<file path="config.mk">
export PLATFORM = sky130hd
export DESIGN_NAME = simple_module
export DESIGN_NICKNAME = d
export VERILOG_FILES = /design/src/rtl/simple_module_pkg.sv /design/src/rtl/sat_counter.sv /design/src/rtl/simple_module.sv
export SDC_FILE = /design/constraint.sdc
export NUM_CORES = 1
export LEC_CHECK = 0
export BUFFER_PORTS_ARGS = -buffer_cell sky130_fd_sc_hd__buf_2
export CORE_AREA = 2 2 39 41
export CTS_CLUSTER_DIAMETER = 40
export DETAILED_ROUTE_END_ITERATION = 7
export DIE_AREA = 0 0 41 43
export SYNTH_ARGS = -nofsm -noshare
export SYNTH_HDL_FRONTEND = slang
export SYNTH_SLANG_ARGS = --single-unit
</file>
<file path="constraint.sdc">
create_clock -name clk -period 1.68 [get_ports clk]
set_input_delay 0.336 -clock clk [delete_from_list [all_inputs] [get_ports clk]]
set_output_delay 0.336 -clock clk [all_outputs]
set_load 0.03 [all_outputs]
</file>
<file path="src/rtl/simple_module_pkg.sv">
// Purpose : shared defaults and the saturating-increment helper for simple_module.
// Latency : n/a (package only).
// Backpressure: n/a.
package simple_module_pkg;

  // Default parameter values used by simple_module and sat_counter.
  localparam int          DEF_WIDTH   = 1;
  localparam logic [63:0] DEF_RST_VAL = 64'd0;
  localparam int          DEF_CNT_W   = 8;

  // Saturating increment of a value that is 'width' bits wide (1..64),
  // carried in a 64-bit container. At the all-ones value for that width
  // the result stays put instead of wrapping.
  function automatic logic [63:0] sat_inc(input logic [63:0] val, input int width);
    logic [63:0] max_val;
    max_val = (width >= 64) ? '1 : ((64'd1 << width) - 64'd1);
    return (val >= max_val) ? max_val : (val + 64'd1);
  endfunction

endpackage

</file>
<file path="src/rtl/sat_counter.sv">
// Purpose : saturating up-counter, cleared by synchronous reset.
// Latency : count reflects an inc one clk after the edge that sampled it.
// Backpressure: none; inc is accepted every cycle, the count simply stops at all-ones.
//
// Ports:
//   clk   - clock, rising edge
//   rst   - synchronous active-high clear
//   inc   - increment request for this edge
//   count - current count (CNT_W bits, 1..64)
module sat_counter
  import simple_module_pkg::*;
#(
  parameter int CNT_W = DEF_CNT_W
) (
  input  logic             clk,
  input  logic             rst,
  input  logic             inc,
  output logic [CNT_W-1:0] count
);

  // Power-up value matches the reset value so the count reads 0 before
  // the first reset as well.
  logic [CNT_W-1:0] count_r = '0;
  logic [CNT_W-1:0] count_nxt;

  always_comb begin
    count_nxt = CNT_W'(sat_inc(64'(count_r), CNT_W));
  end

  always_ff @(posedge clk) begin
    if (rst) begin
      count_r <= '0;
    end else if (inc) begin
      count_r <= count_nxt;
    end
  end

  assign count = count_r;

endmodule

</file>
<file path="src/rtl/simple_module.sv">
// Purpose : enable-gated data register with change pulse and saturating load counter.
// Latency : one clk from (en, d) to q / q_changed / update_count; no comb path from inputs.
// Backpressure: none; a load is taken on every edge where en is high.
//
// Ports:
//   clk          - clock, rising edge
//   rst          - synchronous active-high reset (floating/Z behaves as inactive)
//   en           - load enable
//   d            - data to capture (WIDTH bits)
//   q            - registered data, RST_VAL at power-up and after reset
//   q_changed    - one-cycle pulse after a load that changed q
//   update_count - saturating count of enabled loads since reset
module simple_module
  import simple_module_pkg::*;
#(
  parameter int               WIDTH   = DEF_WIDTH,
  parameter logic [WIDTH-1:0] RST_VAL = DEF_RST_VAL[WIDTH-1:0],
  parameter int               CNT_W   = DEF_CNT_W
) (
  input  logic             clk,
  input  logic             rst,
  input  logic             en,
  input  logic [WIDTH-1:0] d,
  output logic [WIDTH-1:0] q,
  output logic             q_changed,
  output logic [CNT_W-1:0] update_count
);

  // Registers carry their power-up values directly; the FPGA flow honours
  // declaration initialisers.
  logic [WIDTH-1:0] q_r         = RST_VAL;
  logic             q_changed_r = 1'b0;

  // A floating rst reads as X/Z; 'if (rst)' then takes the else branch, so
  // an unconnected reset behaves as inactive.
  logic load;
  assign load = en && !rst;

  // Data register. d is copied as-is so X/Z on d shows up on q.
  always_ff @(posedge clk) begin
    if (rst) begin
      q_r <= RST_VAL;
    end else if (en) begin
      q_r <= d;
    end
  end

  // Change pulse: compares against the q value held before this edge.
  always_ff @(posedge clk) begin
    if (rst) begin
      q_changed_r <= 1'b0;
    end else begin
      q_changed_r <= en && (d != q_r);
    end
  end

  sat_counter #(
    .CNT_W (CNT_W)
  ) u_update_cnt (
    .clk   (clk),
    .rst   (rst),
    .inc   (load),
    .count (update_count)
  );

  assign q         = q_r;
  assign q_changed = q_changed_r;

endmodule

</file>
==> impl_metrics.ini, run 1 <==
[outcome]
status = completed

[floorplan]
coreArea_sq_um = 1380
pin_count = 14
die-height_microns = 43
die-area_sq_um = 1760
die_w_microns = 41
rows = 14
initial_core_util_pct = 34.8

[timing]
fin_ws_ns = 0.301
fin_tns_setup_ns = 0
setup_viol = 0
fin_crit_sh_pct = 82.1
max_freq_mhz = 725
skew_ns = 0.00543
slew_viol_final = 0
fin_crit_ns = 1.38
hold_violations = 0
timing.slew.headroom_pct = 83.0
rsz0062_at_grt = false
tightest_slew_ns = 0.255

[detailed_routing]
drt_iter0_markers = 0
drc = 0
route.antenna.remaining_nets = 0
wire_per_inst_microns = 11.2
first_pass_iters = 1
vias_per_cell = 5.20
wirelength_microns = 921
num_vias = 426

[critical_path]
cp.required_ns = 1.87
cp_top_family = simple AND/OR/NAND/NOR gates
cpPeakStageDelay_ns = 0.41
slowest_stage = dfxtp_1
reg2reg_from = u_update_cnt.count[0]$_SDFFE_PP0P_
crit_type = flop to flop
path_max_fanout = 5
worst-r2r-cell-count = 4
r2r_end = u_update_cnt.count[3]$_SDFFE_PP0P_
critPathLaunchType = flop
critPathCaptureType = flop
cp_data_arrival_time_ns = 1.57
path_buf_inv = 0
r2r_setup_slack_ns = 0.30
path_cells = ha_1 > and4b_4 > nand4_1 > a31oi_1

[hold_path]
hold_end = q$_SDFFE_PP0P_
holdCritStartpoint = d
hold_class = primary input to flop
hold_depth = 3

[yosys]
avgSynthCellArea_sq_um = 9.45
synthTopCellsByArea = dfxtp_1 42%, a21oi_1 6.2%, mux2i_1 4.2%
synthArstFlopShare_pct = 0
syn_area_sq_um = 482
synth_edf_count = 0
synth_seq_area_share_pct = 41.6
yosys.area.top_type_share_pct = 41.6
syn_nets = 56
ys.flop_type = dfxtp_1
synth_area_leader_cell = dfxtp_1
yosysWarnings = 0
synth_cell_type_count = 25
ys_ff_latch = 10
netlist_instances = 51

[global_routing]
grt_pass1_vias = 378
grt-ovfl-total = 0
grt_usage_pct = 13.9
grt_antenna_before_repair = 0
grt_pass1_wl_mm = 1.64
grt_start_max_net_pins = 14

[placement]
place_ws_ns = 0.275
portBuffers = 13
hpwl_microns = 671
gp_congestion = 0.822
place_inst = 78

[clock_tree]
cts.path.max_buffers = 2
clk_pin_slew_ns = 0.07
clk_latency_ns = 0.27
clkSinkCount = 10
htree_levels = 1
root_buffer = clkbuf_4
cts_setup_buffers = 0
cts_hold_buf = 0
cts-resized-gates = 0
cts_tree = yes
cts_buffers = 3

[final_layout]
fin_nets = 72
final_cells = 82
finish.utilization_pct = 42.5
fill_cells = 150
area_delta_synth_final_pct = 22.1
drive_above_1_share_pct = 31.8
diodes = 0

[pwr]
ir_drop_mv = 0.642
p_per_area_nw_per_um2 = 891
leakage_nw = 0.264

[job]
cap_viol_max_count = 0
[area by class of cell]
cell class	count	area, sq um	share of cell area [%]
sequential	10	200	34.0
multi-input combinational	38	263	44.7
clock buffer	4	36.3	6.17
tap	16	20.0	3.40
timing repair buffer	13	65.1	11.1
inverter	1	3.75	0.638
[worst max path at each step]
stage	from	depth (start not counted)	endpoint	slack, ns
after floorplan	u_update_cnt.count[0]$_SDFFE_PP0P_	4	u_update_cnt.count[3]$_SDFFE_PP0P_	0.23
after global routing	u_update_cnt.count[0]$_SDFFE_PP0P_	4	u_update_cnt.count[3]$_SDFFE_PP0P_	0.16
final	u_update_cnt.count[0]$_SDFFE_PP0P_	4	u_update_cnt.count[3]$_SDFFE_PP0P_	0.30
after detailed placement	rst	4	u_update_cnt.count[7]$_SDFFE_PP0P_	0.28
after CTS	u_update_cnt.count[0]$_SDFFE_PP0P_	4	u_update_cnt.count[3]$_SDFFE_PP0P_	0.30
after global placement	rst	4	u_update_cnt.count[7]$_SDFFE_PP0P_	0.30
[worst register-to-register path: cells and delay by family (launching register included)]
kind	cells	cell delay (ns)
simple gates	2	0.46
fa+ha+maj	1	0.24
flops	1	0.41
compound gates	1	0.18
[power breakdown]
| part | switching [mW] | leakage (nW) | internal (mW) | total (mW) |
|---|---|---|---|---|
| clock | 0.0838 | 0.0210 | 0.132 | 0.215 |
| sequential | 0.00844 | 0.0813 | 0.245 | 0.253 |
| combinational | 0.0342 | 0.162 | 0.0213 | 0.0554 |
| total | 0.126 | 0.264 | 0.398 | 0.524 |
[cell usage after synthesis (2+ instances only)]
cell type  count
nand4_1        2
a31oi_1        3
mux2i_1        2
xnor2_1        2
nor2_1         2
or3_1          2
a21oi_1        6
nor2b_1        2
nand2_1        3
dfxtp_1       10
o21ai_0        2
nor3_1         2
[sequential cells by signal, indices dropped and copies added (netlist names)]
register,flops
q,1
q_changed,1
u_update_cnt.count,8
[placed cells by master, fill, tap and decap left out]
master | Yosys | final
a211oi_1 | 1 | 1
a21oi_1 | 6 | 6
a311oi_1 | 1 | 1
a31oi_1 | 3 | 3
and3_1 | 1 | 1
and3_2 | 1 | 1
and4b_4 | 1 | 1
buf_2 | 0 | 13
clkbuf_4 | 0 | 3
clkbuf_8 | 0 | 1
dfxtp_1 | 10 | 10
ha_1 | 1 | 1
inv_1 | 1 | 1
mux2_2 | 1 | 1
mux2i_1 | 2 | 2
nand2_1 | 3 | 3
nand3_1 | 1 | 1
nand3b_4 | 1 | 1
nand4_1 | 2 | 2
nor2_1 | 2 | 2
nor2b_1 | 2 | 2
nor3_1 | 2 | 2
nor3b_1 | 1 | 1
o21ai_0 | 2 | 2
or3_1 | 2 | 2
xnor2_1 | 2 | 2
[cell families after synthesis]
group | after synthesis | share of synthesized area, %
fa+ha+maj | 1 | 2.60
mux | 3 | 6.49
compound gates | 13 | 15.6
flops | 10 | 41.6
buf+inv | 3 | 3.89
xor+xnor | 2 | 3.64
simple gates | 19 | 26.2
[metal layers]
metal  part of all wire [%]  track usage [%]  vias up
li1                       -                -      221
met1                     50             19.2      189
met2                     41             17.2       16
met3                    8.7             9.42        0
met4                      0             4.00        0
met5                      0                0        -
[metrics by stage]
step                cell area, sq um  hold WS (ns)  power (mW)
finish                           588         0.330       0.524
global route                     588         0.321       0.556
CTS                              588         0.323       0.535
detailed placement               552         0.533       0.315
global placement                 552         0.518       0.315
floorplan                        482         0.483       0.301
(Power assumes the default switching activity.)
==> run 2: changes to the inputs <==
--- a/config.mk
+++ b/config.mk
@@ -5,11 +5,11 @@
 export SDC_FILE = /design/constraint.sdc
 export NUM_CORES = 1
 export LEC_CHECK = 0
+export ABC_AREA = 1
 export BUFFER_PORTS_ARGS = -buffer_cell sky130_fd_sc_hd__buf_2
-export CORE_AREA = 2 2 39 41
+export CORE_UTILIZATION = 39
 export CTS_CLUSTER_DIAMETER = 40
 export DETAILED_ROUTE_END_ITERATION = 7
-export DIE_AREA = 0 0 41 43
 export SYNTH_ARGS = -nofsm -noshare
 export SYNTH_HDL_FRONTEND = slang
 export SYNTH_SLANG_ARGS = --single-unit
==> constraint.sdc (replaced) <==
create_clock -name clk -period 1.2 [get_ports clk]
set_input_delay 0.24 -clock clk [delete_from_list [all_inputs] [get_ports clk]]
set_output_delay 0.24 -clock clk [all_outputs]
set_load 0.03 [all_outputs]
==> impl_metrics.ini, run 2 <==
[timing]
tightest_slew_ns = 0.208
fin_tns_setup_ns = 0
rsz0062_at_grt = true
slew_viol_final = 0
setup_viol = 0
fin_crit_sh_pct = 99.2
finalHoldWorstSlack_ns = 0.200
fin_crit_ns = 1.19
fin_ws_ns = 0.00933
max_freq_mhz = 840
timing.slew.headroom_pct = 86.1
hold_violations = 0
skew_ns = 0.0108

[critical_path]
path_max_fanout = 4
slowest_stage = dfxtp_4
path_cells = buf_4 > buf_2
cp.depth = 2
worst-r2r-cell-count = 5
r2r_setup_slack_ns = 0.09
crit_type = flop to output port
critPathLaunchType = flop
critPathCaptureType = output port
cp_data_arrival_time_ns = 0.95
cpPeakStageDelay_ns = 0.36
cp.required_ns = 0.96
cp_top_family = flip-flops
path_buf_inv = 2

[yosys]
synth_edf_count = 0
ys.flop_type = dfxtp_1
synth_area_leader_cell = dfxtp_1
syn_area_sq_um = 528
synthTopCellsByArea = dfxtp_1 38%, nand2_1 12%, inv_1 6.4%
yosys.area.top_type_share_pct = 37.9
synthArstFlopShare_pct = 0
avgSynthCellArea_sq_um = 7.44
synth_seq_area_share_pct = 37.9
ys_ff_latch = 10
synthTopCellsByCount = 17 x nand2_1, 10 x dfxtp_1, 9 x inv_1
yosysWarnings = 0
synth_cell_type_count = 19
synth.most_common_cell = nand2_1
syn_nets = 76
netlist_instances = 71

[global_routing]
grt_pass1_vias = 409
grt-ovfl-total = 0
grt_usage_pct = 17.0
grt_pass1_wl_mm = 1.70
grt_antenna_before_repair = 0
grt_start_max_net_pins = 8

[pwr]
intPower_uw = 503
p_comb_share_pct = 13.4
leakage_nw = 0.341
total_power_uw = 687
pwr-share-clk_pct = 35.9
power.switching_uw = 184
ir_drop_mv = 0.617
switching_share_pct = 26.7
p_per_area_nw_per_um2 = 982
pwr-share-seq_pct = 50.7

[floorplan]
pin_count = 14
die-area_sq_um = 1510
die_w_microns = 38.8
die-height_microns = 38.8
rows = 12
initial_core_util_pct = 44.5
coreArea_sq_um = 1190

[detailed_routing]
first_pass_iters = 4
routed.top_layer = met4
dr_wl_met2_microns = 431
met3_length_microns = 38
vias_per_cell = 4.67
drc = 0
drt_iter0_markers = 7
num_vias = 495
wirelength_mm = 1.10
wire_per_inst_microns = 10.3
wl_met1_microns = 616
route.antenna.remaining_nets = 0

[placement]
portBuffers = 13
place_ws_ns = 0.0216
gp_congestion = 0.751
hpwl_microns = 852
place_inst = 102

[final_layout]
diodes = 0
drive_above_1_share_pct = 41.3
largest_register_ffs = 8
final_cells = 106
mostFrequentLayoutCells = 16 x nand2_1, 13 x buf_2, 9 x inv_1
layout_commonest_cell = nand2_1
fin_nets = 98
area_delta_synth_final_pct = 32.5

[outcome]
status = completed

[clock_tree]
clkSinkCount = 10
cts_buffers = 3
root_buffer = clkbuf_4
clk_latency_ns = 0.27
cts_tree = yes
cts.path.max_buffers = 2
cts_hold_buf = 0
clk_pin_slew_ns = 0.07
htree_levels = 1
cts_setup_buffers = 0

[job]
cap_viol_max_count = 0

[hold_path]
hold_depth = 2
hold_class = primary input to flop
-- run 2: power by group through the flow --
stage	Combinational (mW)	Sequential (mW)	Clock [mW]
after floorplan	0.0290	0.376	0
after global placement	0.0880	0.353	0
after detailed placement	0.0883	0.353	0
after CTS	0.0891	0.345	0.255
after global routing	0.0987	0.349	0.271
final	0.0919	0.348	0.247
-- run 2: layout make-up --
cell class,instances,area (sq um)
clock buffer,4,26.3
fill,115,487
tap,14,17.5
sequential,10,213
multi-input combinational,50,307
inverter,11,41.3
timing repair buffer,17,95.1
-- run 2: cells by family (layout without fill, tap and decap cells) --
kind of cell    after synthesis  count (layout)  synth area share [%]
buf+inv                      11              32                  7.82
xor+xnor                      1               1                  1.66
fa+ha+maj                     1               1                  2.37
flops                        10              10                  37.9
compound gates               10              10                  10.4
simple gates                 38              38                  39.8
-- run 2: path summary, 6_finish.rpt --
| check | end | startpoint |
|---|---|---|
| worst min register to register | u_update_cnt.count[6]$_SDFFE_PP0P_ | u_update_cnt.count[6]$_SDFFE_PP0P_ |
| worst min-delay path | q_changed$_SDFF_PP0_ | d |
| worst max-delay path | update_count[0] | u_update_cnt.count[0]$_SDFFE_PP0P_ |
| worst max register to register | u_update_cnt.count[0]$_SDFFE_PP0P_ | u_update_cnt.count[0]$_SDFFE_PP0P_ |
-- run 2: metrics by stage --
step / utilization (%) / area, sq um
3_5_place_dp: 55.1 / 653
3_3_place_gp: 55.1 / 653
4_1_cts: 57.3 / 679
5_1_grt: 59.0 / 699
2_1_floorplan: - / 541
6_report: 59.0 / 699
-- run 2: timing repair --
| item | CTS | global route |
|---|---|---|
| endpoints found under the setup margin | 1 | 6 |
| pin swaps | 1 | 1 |
| gates resized for setup | 0 | 4 |
-- run 2: worst register-to-register path, stage by stage (launching register included) --
cell	delay, ns
dfxtp_4	0.36
ha_4	0.14
nand2_2	0.08
nor2_8	0.18
nand3_4	0.12
a21oi_1	0.16
-- run 2: metal layers --
layer  global-route usage (%)  vias up
li1                         -      270
met1                     23.4      210
met2                     22.5       13
met3                     5.20        2
met4                     10.3        0
met5                        0        -
==> run 3: changes to the inputs <==
--- a/config.mk
+++ b/config.mk
@@ -6,10 +6,10 @@
 export NUM_CORES = 1
 export LEC_CHECK = 0
 export ABC_AREA = 1
-export BUFFER_PORTS_ARGS = -buffer_cell sky130_fd_sc_hd__buf_2
 export CORE_UTILIZATION = 39
 export CTS_CLUSTER_DIAMETER = 40
 export DETAILED_ROUTE_END_ITERATION = 7
+export DONT_BUFFER_PORTS = 1
 export SYNTH_ARGS = -nofsm -noshare
 export SYNTH_HDL_FRONTEND = slang
 export SYNTH_SLANG_ARGS = --single-unit
==> impl_metrics.ini, run 3 (same netlist as run 2, synthesis figures left out) <==
[outcome]
status = completed

[detailed_routing]
first_pass_iters = 4
num_vias = 473
wirelength_mm = 1.09
route.antenna.remaining_nets = 0
drc = 0
wire_per_inst_microns = 11.1
drt_iter0_markers = 8
vias_per_cell = 4.83

[clock_tree]
htree_levels = 1
clk_latency_ns = 0.27
cts_buffers = 3
cts.path.max_buffers = 2
cts_tree = yes
cts_hold_buf = 0
root_buffer = clkbuf_4
clk_pin_slew_ns = 0.06
clkSinkCount = 10

[hold_path]
hold_depth = 1
holdCritStartpoint = rst
hold_end = u_update_cnt.count[1]$_SDFFE_PP0P_
hold_class = primary input to flop

[placement]
placed_area_sq_um = 618
hpwl_microns = 809
gp_congestion = 0.734
place_ws_ns = 0.00137
portBuffers = 0

[global_routing]
grt.met3_usage_pct = 10.4
grt-ovfl-total = 0
grt_pass1_vias = 413
met1_usage_pct = 20.4
use_met2_pct = 27.1
busiest_layer = met2
grt_antenna_before_repair = 0
grt_usage_pct = 18.3
grt_pass1_wl_mm = 1.76
grt_start_max_net_pins = 8

[timing]
timing.slew.headroom_pct = 75.4
finalHoldWorstSlack_ns = 0.0215
rsz0062_at_grt = false
tightest_slew_ns = 0.369
skew_ns = 0.000515
fin_tns_setup_ns = 0
fin_ws_ns = 0.0436
max_freq_mhz = 865
setup_viol = 0
fin_crit_ns = 1.16
hold_violations = 0
slew_viol_final = 0
fin_crit_sh_pct = 96.4

[critical_path]
cp_top_family = flip-flops
critPathLaunchType = flop
r2r_setup_slack_ns = 0.09
crit_type = flop to output port
cp.required_ns = 0.96
path_max_fanout = 3
r2r_end = u_update_cnt.count[3]$_SDFFE_PP0P_
path_buf_inv = 2
critPathCaptureType = output port
cpPeakStageDelay_ns = 0.36
worst-r2r-cell-count = 5
cp_data_arrival_time_ns = 0.92
cp_common_cell = buf_4
path_cells = buf_4 > buf_4
reg2reg_from = u_update_cnt.count[0]$_SDFFE_PP0P_
slowest_stage = dfxtp_4

[floorplan]
die-area_sq_um = 1510
initial_core_util_pct = 44.5
die_w_microns = 38.8
coreArea_sq_um = 1190
die-height_microns = 38.8
pin_count = 14
rows = 12

[job]
cap_viol_max_count = 0

[final_layout]
area_delta_synth_final_pct = 29.1
fin_area_sq_um = 682
fill_cells = 109
mostFrequentLayoutCells = 16 x nand2_1, 9 x inv_1, 8 x buf_4
diodes = 0
largest_register_ffs = 8
fin_nets = 90
layout_commonest_cell = nand2_1
drive_above_1_share_pct = 35.7

[pwr]
ir_drop_mv = 0.681
p_per_area_nw_per_um2 = 976
leakage_nw = 0.314
total_power_uw = 665
run 3: cell count changes in the layout (fill, tap and decap cells not counted), sizes merged:
cell,previous run,this run
buf,17,9
clkbuf,4,3
clkinv,0,1
run 3: per-layer routing:
layer | part of all wire, % | vias to the layer above
li1 | - | 256
met1 | 48 | 202
met2 | 46 | 13
met3 | 5.4 | 2
met4 | 0.73 | 0
met5 | 0 | -
run 3: what timing repair did:
action | 4_1_cts | 5_1_grt
setup buffers | 0 | 1
gates cloned | 0 | 0
resized for setup | 1 | 6
pin swaps | 1 | 1
endpoints found under the hold margin | 0 | 0
setup endpoints to repair | 3 | 3
run 3: how the worst max path moves through the flow:
stage / startpoint / endpoint / slack, ns / cells past startpoint
2_1_floorplan: u_update_cnt.count[0]$_SDFFE_PP0P_ / u_update_cnt.count[5]$_SDFFE_PP0P_ / 0.003 / 7
3_3_place_gp: u_update_cnt.count[1]$_SDFFE_PP0P_ / u_update_cnt.count[5]$_SDFFE_PP0P_ / 0.04 / 7
3_5_place_dp: u_update_cnt.count[1]$_SDFFE_PP0P_ / u_update_cnt.count[5]$_SDFFE_PP0P_ / 0.001 / 7
4_1_cts: u_update_cnt.count[1]$_SDFFE_PP0P_ / u_update_cnt.count[3]$_SDFFE_PP0P_ / 0.03 / 5
5_1_grt: u_update_cnt.count[1]$_SDFFE_PP0P_ / update_count[1] / 0.006 / 2
6_report: u_update_cnt.count[1]$_SDFFE_PP0P_ / update_count[1] / 0.04 / 2
run 3: layout make-up:
class / count / area, sq um / share of cell area (%)
Clock inverter: 1 / 3.75 / 0.550
Multi-Input combinational cell: 50 / 309 / 45.3
Sequential cell: 10 / 213 / 31.2
Timing Repair Buffer: 9 / 75.1 / 11.0
Inverter: 11 / 41.3 / 6.06
Tap cell: 14 / 17.5 / 2.57
Clock buffer: 3 / 22.5 / 3.30
run 3: through the flow:
| stage | util, % | instances |
|---|---|---|
| 4_1_cts | 54.5 | 97 |
| 2_1_floorplan | - | 71 |
| 5_1_grt | 57.5 | 98 |
| 3_3_place_gp | 52.1 | 93 |
| 3_5_place_dp | 52.1 | 93 |
| 6_report | 57.5 | 98 |
run 3: worst register-to-register path, delay by kind of cell (launching register included):
kind                       cells  cell delay (ns)
AOI/OAI and AO/OA              1             0.17
adders and majority gates      1             0.15
DFF                            1             0.37
and+or+nand+nor                3             0.34
run 3: power by group:
part           switching (mW)  internal (mW)
Combinational          0.0366         0.0289
Clock                   0.120          0.120
Sequential             0.0189          0.341
Total                   0.175          0.490
